<file path="config.mk">
export PLATFORM = sky130hd
export DESIGN_NAME = sm4_sbox_arbiter
export DESIGN_NICKNAME = d
export VERILOG_FILES = /design/src/rtl/sm4_sbox_arbiter.sv
export SDC_FILE = /design/constraint.sdc
export NUM_CORES = 1
export LEC_CHECK = 0
export BUFFER_PORTS_ARGS = -buffer_cell sky130_fd_sc_hd__buf_2
export CAP_MARGIN = 20
export CELL_PAD_IN_SITES_DETAIL_PLACEMENT = 1
export CELL_PAD_IN_SITES_GLOBAL_PLACEMENT = 1
export CORE_ASPECT_RATIO = 0.9
export CORE_MARGIN = 2
export CORE_UTILIZATION = 30
export CTS_CLUSTER_DIAMETER = 60
export CTS_CLUSTER_SIZE = 28
export DETAILED_ROUTE_END_ITERATION = 12
export HOLD_SLACK_MARGIN = 0.15
export PLACE_DENSITY_LB_ADDON = 0.1
export SYNTH_ARGS = -nofsm -noshare
export SYNTH_HDL_FRONTEND = slang
export SYNTH_SLANG_ARGS = --single-unit
</file>
<file path="constraint.sdc">
create_clock -name clk -period 4.4 [get_ports clk]
set_input_delay 0.44 -clock clk [delete_from_list [all_inputs] [get_ports clk]]
set_output_delay 0.44 -clock clk [all_outputs]
set_load 0.005 [all_outputs]
</file>
<file path="src/rtl/sm4_sbox_arbiter.sv">
// sm4_sbox_arbiter: round-robin sharing of one 32-bit masked SM4 S-box layer between two
// requesters (port 0 = round function, port 1 = key expansion). One operation at a time.
// The data and mask shares travel in separate registers and are never combined here.
//
// Ports:
//   clk, rst                       clock, asynchronous active-high reset
//   reqN_valid/ready, reqN_x/m     operand pair handshake per requester (ready is combinational)
//   rspN_valid/ready, rsp_x/m      result handshake per requester, shared result bus
//   sb_start, sb_x/m               one-cycle start pulse and held operands to the S-box layer
//   sb_finish, sb_x_out/m_out      S-box completion (level or pulse) and results
//   busy, err                      not-idle indication, sticky watchdog timeout
module sm4_sbox_arbiter #(
  parameter int unsigned TIMEOUT = 16
) (
  input  logic        clk,
  input  logic        rst,
  input  logic        req0_valid,
  output logic        req0_ready,
  input  logic [31:0] req0_x,
  input  logic [31:0] req0_m,
  input  logic        req1_valid,
  output logic        req1_ready,
  input  logic [31:0] req1_x,
  input  logic [31:0] req1_m,
  output logic        rsp0_valid,
  input  logic        rsp0_ready,
  output logic        rsp1_valid,
  input  logic        rsp1_ready,
  output logic [31:0] rsp_x,
  output logic [31:0] rsp_m,
  output logic        sb_start,
  output logic [31:0] sb_x,
  output logic [31:0] sb_m,
  input  logic        sb_finish,
  input  logic [31:0] sb_x_out,
  input  logic [31:0] sb_m_out,
  output logic        busy,
  output logic        err
);

  localparam int unsigned CntW = $clog2(TIMEOUT + 1);

  typedef enum logic [2:0] {StIdle, StIssue, StWait, StResp, StErr} state_e;

  state_e            state_q, state_d;
  logic              last_grant_q, last_grant_d;
  logic              owner_q, owner_d;
  logic [31:0]       op_x_q, op_x_d, op_m_q, op_m_d;
  logic [31:0]       res_x_q, res_x_d, res_m_q, res_m_d;
  logic [CntW-1:0]   cnt_q, cnt_d;
  logic              gnt0, gnt1, rsp_take;

  // Tie goes to the requester not served last.
  assign gnt0 = req0_valid & (~req1_valid | last_grant_q);
  assign gnt1 = req1_valid & (~req0_valid | ~last_grant_q);

  assign req0_ready = (state_q == StIdle) & gnt0;
  assign req1_ready = (state_q == StIdle) & gnt1;

  assign rsp_take = owner_q ? rsp1_ready : rsp0_ready;

  always_comb begin
    state_d      = state_q;
    last_grant_d = last_grant_q;
    owner_d      = owner_q;
    op_x_d       = op_x_q;
    op_m_d       = op_m_q;
    res_x_d      = res_x_q;
    res_m_d      = res_m_q;
    cnt_d        = cnt_q;
    unique case (state_q)
      StIdle: begin
        if (gnt0 | gnt1) begin
          op_x_d       = gnt1 ? req1_x : req0_x;
          op_m_d       = gnt1 ? req1_m : req0_m;
          owner_d      = gnt1;
          last_grant_d = gnt1;
          state_d      = StIssue;
        end
      end
      StIssue: begin
        cnt_d   = '0;
        state_d = StWait;
      end
      StWait: begin
        // Only a finish sampled here counts, so a level left over from the previous
        // operation (seen during ISSUE) cannot complete this one early.
        if (sb_finish) begin
          res_x_d = sb_x_out;
          res_m_d = sb_m_out;
          state_d = StResp;
        end else if (cnt_q == CntW'(TIMEOUT)) begin
          state_d = StErr;
        end else if (cnt_q != '1) begin
          cnt_d = cnt_q + 1'b1;
        end
      end
      StResp: begin
        if (rsp_take) begin
          op_x_d  = '0;
          op_m_d  = '0;
          res_x_d = '0;
          res_m_d = '0;
          state_d = StIdle;
        end
      end
      StErr: begin
        state_d = StErr;
      end
      default: begin
        state_d = StIdle;
      end
    endcase
  end

  always_ff @(posedge clk or posedge rst) begin
    if (rst) begin
      state_q      <= StIdle;
      last_grant_q <= 1'b1;
      owner_q      <= 1'b0;
      op_x_q       <= '0;
      op_m_q       <= '0;
      res_x_q      <= '0;
      res_m_q      <= '0;
      cnt_q        <= '0;
    end else begin
      state_q      <= state_d;
      last_grant_q <= last_grant_d;
      owner_q      <= owner_d;
      op_x_q       <= op_x_d;
      op_m_q       <= op_m_d;
      res_x_q      <= res_x_d;
      res_m_q      <= res_m_d;
      cnt_q        <= cnt_d;
    end
  end

  // Remaining outputs are decodes of registered state only.
  assign sb_start   = (state_q == StIssue);
  assign sb_x       = op_x_q;
  assign sb_m       = op_m_q;
  assign rsp0_valid = (state_q == StResp) & ~owner_q;
  assign rsp1_valid = (state_q == StResp) & owner_q;
  assign rsp_x      = res_x_q;
  assign rsp_m      = res_m_q;
  assign busy       = (state_q != StIdle);
  assign err        = (state_q == StErr);

endmodule

</file>
==> results.json, run 1 <==
{
  "run_status": "complete, no violations",
  "cts-resized-gates": 0,
  "grt_max_degree": 106,
  "synth_area_sq_um": 6350,
  "die-height_microns": 142,
  "cts_max_level": 4,
  "grt_first_pass_wirelength_mm": 31.8,
  "arrival_ns": 3.14,
  "dp_cells": 1144,
  "antenna_found_initial": 2,
  "layoutNonFillerInstCount": 1181,
  "via_count": 5590,
  "post-route-min-period_ns": 2.84,
  "worstSetupPathType": "reg -> reg",
  "cts_made_buffers": 17,
  "power.total_mw": 6.63,
  "p_int_mw": 4.34,
  "fin_ws_ns": 1.56,
  "cts.clk_slew.worst_paths_ns": 0.06,
  "max_freq_mhz": 352,
  "drive_above_1_share_pct": 50.5,
  "globalplace.congestion": 0.764,
  "endpoint_kind": "register",
  "pre_cts_ws_ns": 1.54,
  "holdBufCountCts": 0,
  "p_per_area_nw_per_um2": 748,
  "drtIter0Drc": 165,
  "overflow": 0,
  "grt_usage_pct": 18.3,
  "rsz0062_at_grt": "false",
  "wire_per_inst_microns": 17.5,
  "grt_pass1_vias": 6032,
  "power_switching_mw": 2.30,
  "synthesis.nets": 761,
  "rows": 50,
  "drc": 0,
  "finalNetCount": 1080,
  "first_pass_iters": 4,
  "insertion_delay_ns": 0.42,
  "irDropWorstVdd_mv": 0.384,
  "dieArea_sq_um": 22300,
  "die_w_microns": 157,
  "syn_inst": 559,
  "start_util_pct": 30.6,
  "finalSetupTns_ns": 0,
  "p_comb_share_pct": 45.3,
  "cts_tree": "done",
  "ant_nets": 0,
  "max_cap_violations": 0,
  "viasPerCell": 4.73,
  "cp_max_fo": 43,
  "core_area_sq_um": 20800,
  "syn_to_final_growth_pct": 39.8,
  "post_cts_buffers": 0,
  "worstMarginPinSlew_ns": 0.983,
  "total_leakage_power_nw": 4.77,
  "p_clk_share_pct": 21.0,
  "clock_path_buffers": 2,
  "ys_ff_latch": 138,
  "stdcell_area_sq_um": 8870,
  "hold_viol": 0,
  "finalSetupViolCount": 0,
  "period_share_pct": 64.7,
  "numPortBuffers": 333,
  "place_area_sq_um": 8260,
  "pin_count": 334,
  "synth-main-ff-cell": "dfrtp_1",
  "start_kind": "register",
  "synth_warnings": 0,
  "dpl.hpwl_mm": 15.0,
  "worstPathRequired_ns": 4.70,
  "async_flop_share_pct": 100,
  "yosysSeqAreaShare_pct": 54.4,
  "cts-root-buf": "clkbuf_16",
  "clkSinkCount": 138,
  "slew_viol_final": 0,
  "swShare_pct": 34.6,
  "slew_headroom_pct": 34.4,
  "avgSynthCellArea_sq_um": 11.4,
  "synth_edf_count": 0,
  "drt_wl_total_mm": 20.7,
  "synth_cell_types": 40,
  "fin_skew_ns": 0.00779,
  "pwr-share-seq_pct": 33.7,
  "hp-class": "in -> async"
}
[cells in the mapped netlist, types with 2 or more instances]
cell / number / share of area [%]
a21o_1: 2 / 0.24
a21oi_1: 64 / 5.0
a22o_1: 64 / 8.8
and2_1: 2 / 0.20
buf_1: 2 / 0.12
buf_2: 9 / 0.71
buf_6: 6 / 1.1
clkbuf_1: 24 / 1.4
dfrtp_1: 137 / 54
ha_1: 3 / 0.59
inv_1: 6 / 0.35
mux2_2: 14 / 2.5
mux2_4: 50 / 12
nand2_1: 136 / 8.0
nand2b_1: 2 / 0.20
nand3_1: 6 / 0.47
nor2_1: 3 / 0.18
nor3b_1: 2 / 0.24
o21ai_0: 6 / 0.47
[through the flow]
stage	hold WS, ns	utilization (%)
floorplan	0.478	-
global placement	0.482	39.7
detailed placement	0.486	39.8
CTS	0.216	42.5
global route	0.216	42.7
finish	0.212	42.7
[power groups by stage]
stage / registers [mW] / clock network, mW / logic, mW
2_1_floorplan: 2.23 / 0 / 1.99
3_3_place_gp: 2.22 / 0 / 2.97
3_5_place_dp: 2.24 / 0 / 3.06
4_1_cts: 2.24 / 1.44 / 3.06
5_1_grt: 2.31 / 1.50 / 3.29
6_report: 2.23 / 1.39 / 3.01
[layout by cell type, fill, tap and decap left out, drive strengths merged]
cell type and count:
nor2 3, dfstp 1, dfrtp 137, buf 342, o21ai 6, mux2 64
nor4b 1, nand4bb 1, and2 2, mux2i 1, nor3 2, clkinv 4
a211o 1, inv 10, a21bo 1, nand2 136, a22o 64, a21o 2
nor3b 2, clkbuf 19, bufinv 2, nor2b 1, or3b 1, clkinvlp 4
and3 1, nand3 6, and3b 1, o2111ai 1, nand2b 2, or3 1
o21ba 1, a31oi 1, o211ai 1, diode 4, ha 3, or4 1
a21oi 64, a21boi 1
[final cells by class]
type	instances	area, sq um
Timing Repair Buffer	342	1770
Sequential cell	138	3450
Clock inverter	13	144
Fill cell	2415	11900
Antenna cell	4	10.0
Tap cell	286	358
Clock buffer	19	433
Multi-Input combinational cell	372	2670
Inverter	7	31.3
[final timing paths]
kind	startpoint	endpoint	slack [ns]	cells past startpoint
worst max-delay path	state_q[1]	sb_x[19]	1.56	5
worst min-delay path	rst	rsp_m[15]	0.21	2
worst max register to register	state_q[1]	sb_x[19]	1.56	5
worst min register to register	rsp_x[15]	rsp_x[15]	0.50	1
max in group asynchronous	rst	last_grant_q	3.09	3
min in group clk	sb_m_out[23]	rsp_m[23]	0.24	2
[state kept, by name, summed over array words and instances, names as in the netlist]
register,cells
state_q,3
rsp_x,32
last_grant_q,1
cnt_q,5
sb_m,32
owner_q,1
rsp_m,32
sb_x,32
[layer usage]
layer  routed length, microns  part of all wire (%)  global-route usage [%]  vias up
met5                        0                     0                       0        -
met4                      310                   1.5                    5.36        0
met3                     1550                   7.5                    6.12       22
met2                    10500                    51                    31.9      195
met1                     8300                    40                    21.5     2778
li1                         -                     -                       -     2595
[logic make-up after synthesis]
| kind of cell | after synthesis | synth area share [%] |
|---|---|---|
| adders and majority gates | 3 | 0.591 |
| DFF | 138 | 54.4 |
| muxes | 65 | 14.5 |
| and+or+nand+nor | 161 | 10.8 |
| buffers and inverters | 49 | 3.84 |
| AOI/OAI and AO/OA | 143 | 15.8 |
[critical path: stages, from the launching register on]
cell and delay [ns]:
dfrtp_1 0.54, and3b_2 0.67, nand2_1 0.33, o211ai_4 0.16, buf_4 0.60, mux2_2 0.41
No activity file was read; power rests on OpenSTA's default activity.
==> run 2: changes to the inputs <==
Clock period 4.4 ns to 2.6 ns, I/O delays scaled along.
==> run 2 against run 1 <==
Via count grew 4.5%. Die area is the same. Hold slack gained 0.040 ns. Register-to-register slack lost 1.3 ns. Combinational power grew 79%. First-iteration DRC count grew 28%. Critical path type unchanged. Critical endpoint is now sb_x[21]. Largest cell class unchanged. Highest routed layer is now met5.
==> results.json, run 2 (same netlist as run 1, synthesis figures left out) <==
{
  "final_cell_mix": "buf_2, dfrtp_1, nand2_1",
  "post-route-min-period_ns": 2.39,
  "fin_util_pct": 46.6,
  "grt_first_pass_wirelength_mm": 33.4,
  "die-height_microns": 142,
  "grt_pass1_vias": 6403,
  "overflow": 0,
  "p_per_area_nw_per_um2": 1230,
  "cts_made_buffers": 17,
  "max_freq_mhz": 419,
  "cp.depth": 6,
  "worst_hold_slack_ns": 0.252,
  "start_util_pct": 30.6,
  "worstPathRequired_ns": 2.89,
  "rsz0062_at_grt": "false",
  "period_share_pct": 91.8,
  "grt_max_degree": 65,
  "finalSetupViolCount": 0,
  "hp-class": "in -> reg",
  "slew_viol_final": 0,
  "run_status": "complete, no violations",
  "clkSinkCount": 138,
  "clock_path_buffers": 2,
  "cts.clk_slew.worst_paths_ns": 0.06,
  "worstSetupPathType": "reg -> reg",
  "wire_per_inst_microns": 17.3,
  "grt_usage_pct": 19.2,
  "via_count": 5840,
  "regToRegStartpoint": "state_q[1]",
  "crit_path_top_delay_cell": "dfrtp_1",
  "drc": 0,
  "r2r.worst_path.cells": 6,
  "power.total_mw": 11.9,
  "core_area_sq_um": 20800,
  "cts_tree": "done",
  "post_cts_buffers": 0,
  "finalNetCount": 1150,
  "worstMarginPinSlew_ns": 0.899,
  "numPortBuffers": 333,
  "crit_start": "state_q[1]",
  "total_leakage_power_nw": 5.14,
  "antenna_found_initial": 3,
  "drive_above_1_share_pct": 47.5,
  "first_pass_iters": 4,
  "endpoint": "sb_x[21]",
  "drt_wl_total_mm": 21.6,
  "arrival_ns": 2.68,
  "path_cells": "nor3_4 > inv_2 > or3_4 > o211ai_4 > buf_4 > mux2_2",
  "drtIter0Drc": 211,
  "hold_viol": 0,
  "ant_nets": 0,
  "critical_path_buf_inv_count": 2,
  "cts_max_level": 4,
  "r2r-end": "sb_x[21]",
  "dieArea_sq_um": 22300,
  "die_w_microns": 157,
  "rows": 50,
  "start_kind": "register",
  "final_common_cell": "buf_2",
  "slew_headroom_pct": 39.8,
  "globalplace.congestion": 0.772,
  "dpl.hpwl_mm": 15.5,
  "viasPerCell": 4.68,
  "endpoint_kind": "register",
  "pin_count": 334,
  "fin_skew_ns": 0.00752,
  "max_stage_delay_ns": 0.49,
  "finalSetupTns_ns": 0,
  "rrSetupSlack_ns": 0.21,
  "syn_to_final_growth_pct": 52.5,
  "cp_max_fo": 18,
  "crit_family": "simple AND/OR/NAND/NOR gates",
  "irDropWorstVdd_mv": 0.423,
  "max_cap_violations": 0,
  "insertion_delay_ns": 0.41,
  "cts-root-buf": "clkbuf_16"
}
-- run 2: cell count changes in the layout (fill, tap and decap cells not counted), moves of 2 or more --
cell / change
dlygate4sd3_1: +65
buf_12: +5
bufinv_16: +3
clkinvlp_4: -3
clkinv_2: -2
diode_2: -2
inv_8: +2
-- run 2: worst reg2reg max path, cell delays in order, from the launching register on --
cell and delay, ns:
dfrtp_1 0.49, nor3_4 0.33, inv_2 0.08, or3_4 0.36
o211ai_4 0.37, buf_4 0.30, mux2_2 0.34
-- run 2: layout make-up --
class                   count  area [sq um]
clock buffers              18           429
fillers                  2361         11100
flip-flops and latches    138          3450
inverters                   7          30.0
repair buffers            412          2500
diodes                      2          5.00
multi-input cells         372          2670
well taps                 286           358
clock inverters            14           234
-- run 2: worst min-delay path by stage --
stage                            from   endpoint  cells after the start
after global routing       req1_m[17]   sb_m[17]                      4
after detailed placement          rst  rsp_x[11]                      2
after global placement            rst  rsp_x[12]                      2
final                      req1_x[12]   sb_x[12]                      4
after CTS                  req1_m[17]   sb_m[17]                      4
after floorplan           sb_m_out[0]   rsp_m[0]                      1
-- run 2: power by group --
part / total [mW] / switching (mW) / internal, mW / leakage (nW)
Combinational: 5.39 / 2.40 / 2.99 / 3.05
Sequential: 3.79 / 0.632 / 3.16 / 1.76
Clock: 2.73 / 0.998 / 1.73 / 0.324
Total: 11.9 / 4.03 / 7.88 / 5.14
-- run 2: what timing repair did --
| action | in CTS | in global routing |
|---|---|---|
| gates resized for setup | 0 | 0 |
| hold buffers | 65 | 0 |
| hold endpoints to repair | 74 | 0 |
-- run 2: through the flow --
step	setup slack (ns)	cell area [sq um]	cells
6_report	0.214	9680	1249
2_1_floorplan	0.610	6350	559
5_1_grt	0.113	9680	1249
3_3_place_gp	0.290	8360	1150
4_1_cts	0.198	9680	1247
3_5_place_dp	0.214	8360	1150
-- run 2: per-layer routing --
layer | track usage [%] | part of all wire, % | vias to the layer above
met3 | 5.12 | 6.0 | 38
li1 | - | - | 2731
met1 | 22.1 | 40 | 2858
met4 | 7.27 | 2.3 | 2
met2 | 34.0 | 52 | 211
met5 | 0 | 0.060 | -
==> run 3: changes to the inputs <==
Settings changed: ABC_AREA from default to 1, CORE_UTILIZATION 30 to 28, MAX_ROUTING_LAYER from default to met4, PLACE_DENSITY from default to 0.78, PLACE_DENSITY_LB_ADDON 0.1 to default.
==> run 3 against run 2 <==
Hold slack worse by 0.080 ns. Clock-buffer cell count unchanged. Clock skew up 0.0022 ns. Routed wire length up 15%. Highest routed layer is now met4.
==> results.json, run 3 <==
{
  "run_status": "complete, no violations",
  "synth_top_area_share_pct": 53.0,
  "start_util_pct": 28.6,
  "grt_usage_pct": 21.1,
  "endpoint_kind": "primary output",
  "layoutNonFillerInstCount": 1562,
  "grt_max_degree": 69,
  "globalplace.congestion": 0.788,
  "first_pass_iters": 5,
  "ys_ff_latch": 138,
  "async_flop_share_pct": 100,
  "yosysSeqAreaShare_pct": 53.4,
  "syn_to_final_growth_pct": 49.0,
  "yosys-top-cells-area": "dfrtp_1, nand2_1, nor2_1, o21ai_0, buf_6",
  "cts_max_level": 4,
  "final_cell_mix": "nand2_1, buf_2, nor2_1",
  "post-route-min-period_ns": 2.10,
  "yosys.area.top_type": "dfrtp_1",
  "hold_viol": 0,
  "die_w_microns": 164,
  "finalNetCount": 1451,
  "gr-usage-met3_pct": 6.50,
  "multiInputGateArea_sq_um": 2660,
  "synth_top_cells_by_count": "nand2_1, nor2_1, dfrtp_1, o21ai_0, clkbuf_1",
  "finalSetupTns_ns": 0,
  "grt_pass1_vias": 7616,
  "finalSetupViolCount": 0,
  "yosys.cell_count.top_type": "nand2_1",
  "drc": 0,
  "cts_made_buffers": 17,
  "period_share_pct": 80.9,
  "antenna_found_initial": 3,
  "dieArea_sq_um": 24300,
  "viasPerCell": 4.59,
  "synth_cell_types": 20,
  "overflow": 0,
  "irDropWorstVdd_mv": 0.667,
  "insertion_delay_ns": 0.42,
  "max_cap_violations": 0,
  "post_cts_buffers": 0,
  "regArea_sq_um": 3450,
  "drive_above_1_share_pct": 30.8,
  "drt_wl_total_mm": 24.9,
  "pin_count": 334,
  "dpl.hpwl_mm": 16.5,
  "synthesis.nets": 1068,
  "max_freq_mhz": 476,
  "core_area_sq_um": 22600,
  "numPortBuffers": 333,
  "synth-main-ff-cell": "dfrtp_1",
  "grt_first_pass_wirelength_mm": 39.2,
  "p_per_area_nw_per_um2": 1170,
  "worstMarginPinSlew_ns": 0.637,
  "cp_max_fo": 65,
  "worstSetupPathType": "reg -> out",
  "synth_edf_count": 0,
  "via_count": 7174,
  "die-height_microns": 148,
  "nFillCells": 2871,
  "syn_inst": 866,
  "avgSynthCellArea_sq_um": 7.47,
  "ant_nets": 0,
  "use_met2_pct": 35.6,
  "dp_cells": 1462,
  "use_met1_pct": 23.9,
  "wire_per_inst_microns": 15.9,
  "synth_area_sq_um": 6470,
  "top_usage_layer": "met2",
  "hp-class": "in -> reg",
  "worstPathRequired_ns": 2.34,
  "start_kind": "register",
  "cts_tree": "done",
  "clock_path_buffers": 2,
  "total_leakage_power_nw": 5.54,
  "arrival_ns": 1.84,
  "slew_viol_final": 0,
  "drtIter0Drc": 313,
  "final_common_cell": "nand2_1",
  "synth_warnings": 0,
  "cts.clk_slew.worst_paths_ns": 0.07,
  "clkSinkCount": 138,
  "rows": 52,
  "fin_skew_ns": 0.00971,
  "rsz0062_at_grt": "false",
  "cts-root-buf": "clkbuf_16",
  "slew_headroom_pct": 57.5
}
==> run 3: worst max-delay path, stage by stage, from the launching register on <==
cell	delay (ns)
dfstp_2	0.53
nand2_1	0.06
nand2_2	0.07
buf_4	0.47
nor2_1	0.13
buf_2	0.16
==> run 3: cell families (layout without fill, tap and decap cells) <==
group	count (synthesis)	in the layout	share of synthesized area, %
other	0	3	0
AOI/OAI and AO/OA	67	67	5.22
adders and majority gates	3	3	0.581
buffers and inverters	66	462	5.51
DFF	138	138	53.4
and+or+nand+nor	592	592	35.3
==> run 3: metrics by stage <==
step	hold slack, ns	instance area, sq um	utilization, %	power [mW]	setup slack, ns
2_1_floorplan	0.377	6470	-	6.73	0.620
3_3_place_gp	0.368	8390	37.2	8.55	0.860
3_5_place_dp	0.370	8390	37.2	8.80	0.824
4_1_cts	0.155	9630	42.6	11.3	0.457
5_1_grt	0.184	9630	42.7	12.2	0.377
6_report	0.172	9630	42.7	11.3	0.497
==> run 3: area by class of cell <==
cell class	instances	area share, %
antenna	3	0.0779
clock buffer	18	4.46
clock inverter	14	1.57
inverter	20	0.818
multi-input combinational	662	27.6
sequential	138	35.9
tap	297	3.86
timing repair buffer	410	25.8
==> run 3: where the power goes <==
part	internal (mW)	switching, mW
Sequential	3.16	0.577
Combinational	1.90	3.21
Clock	1.36	1.06
==> run 3: layer usage <==
metal | part of all wire [%] | wire [microns] | vias to the layer above
met5 | 0 | 0 | -
met1 | 41 | 10200 | 3426
met4 | 2.2 | 548 | 0
met3 | 8.3 | 2070 | 42
li1 | - | - | 3427
met2 | 49 | 12100 | 279
==> run 3: timing repair <==
item / in CTS / in global routing
gates resized for setup: 0 / 0
endpoints found under the hold margin: 88 / 0
endpoints found under the setup margin: 0 / 0
hold buffers: 65 / 0
==> run 3: path summary, 6_finish.rpt <==
check | from | end | slack (ns) | cells after the start
max reg2reg | state_q[1] | rsp_m[4] | 0.77 | 5
max in group asynchronous | rst | sb_x[8] | 1.36 | 4
min | req0_m[27] | sb_m[27] | 0.17 | 5
min reg2reg | rsp_m[18] | rsp_m[18] | 0.46 | 2
max | last_grant_q | req1_ready | 0.50 | 5
min in group asynchronous | rst | rsp_m[27] | 0.46 | 3
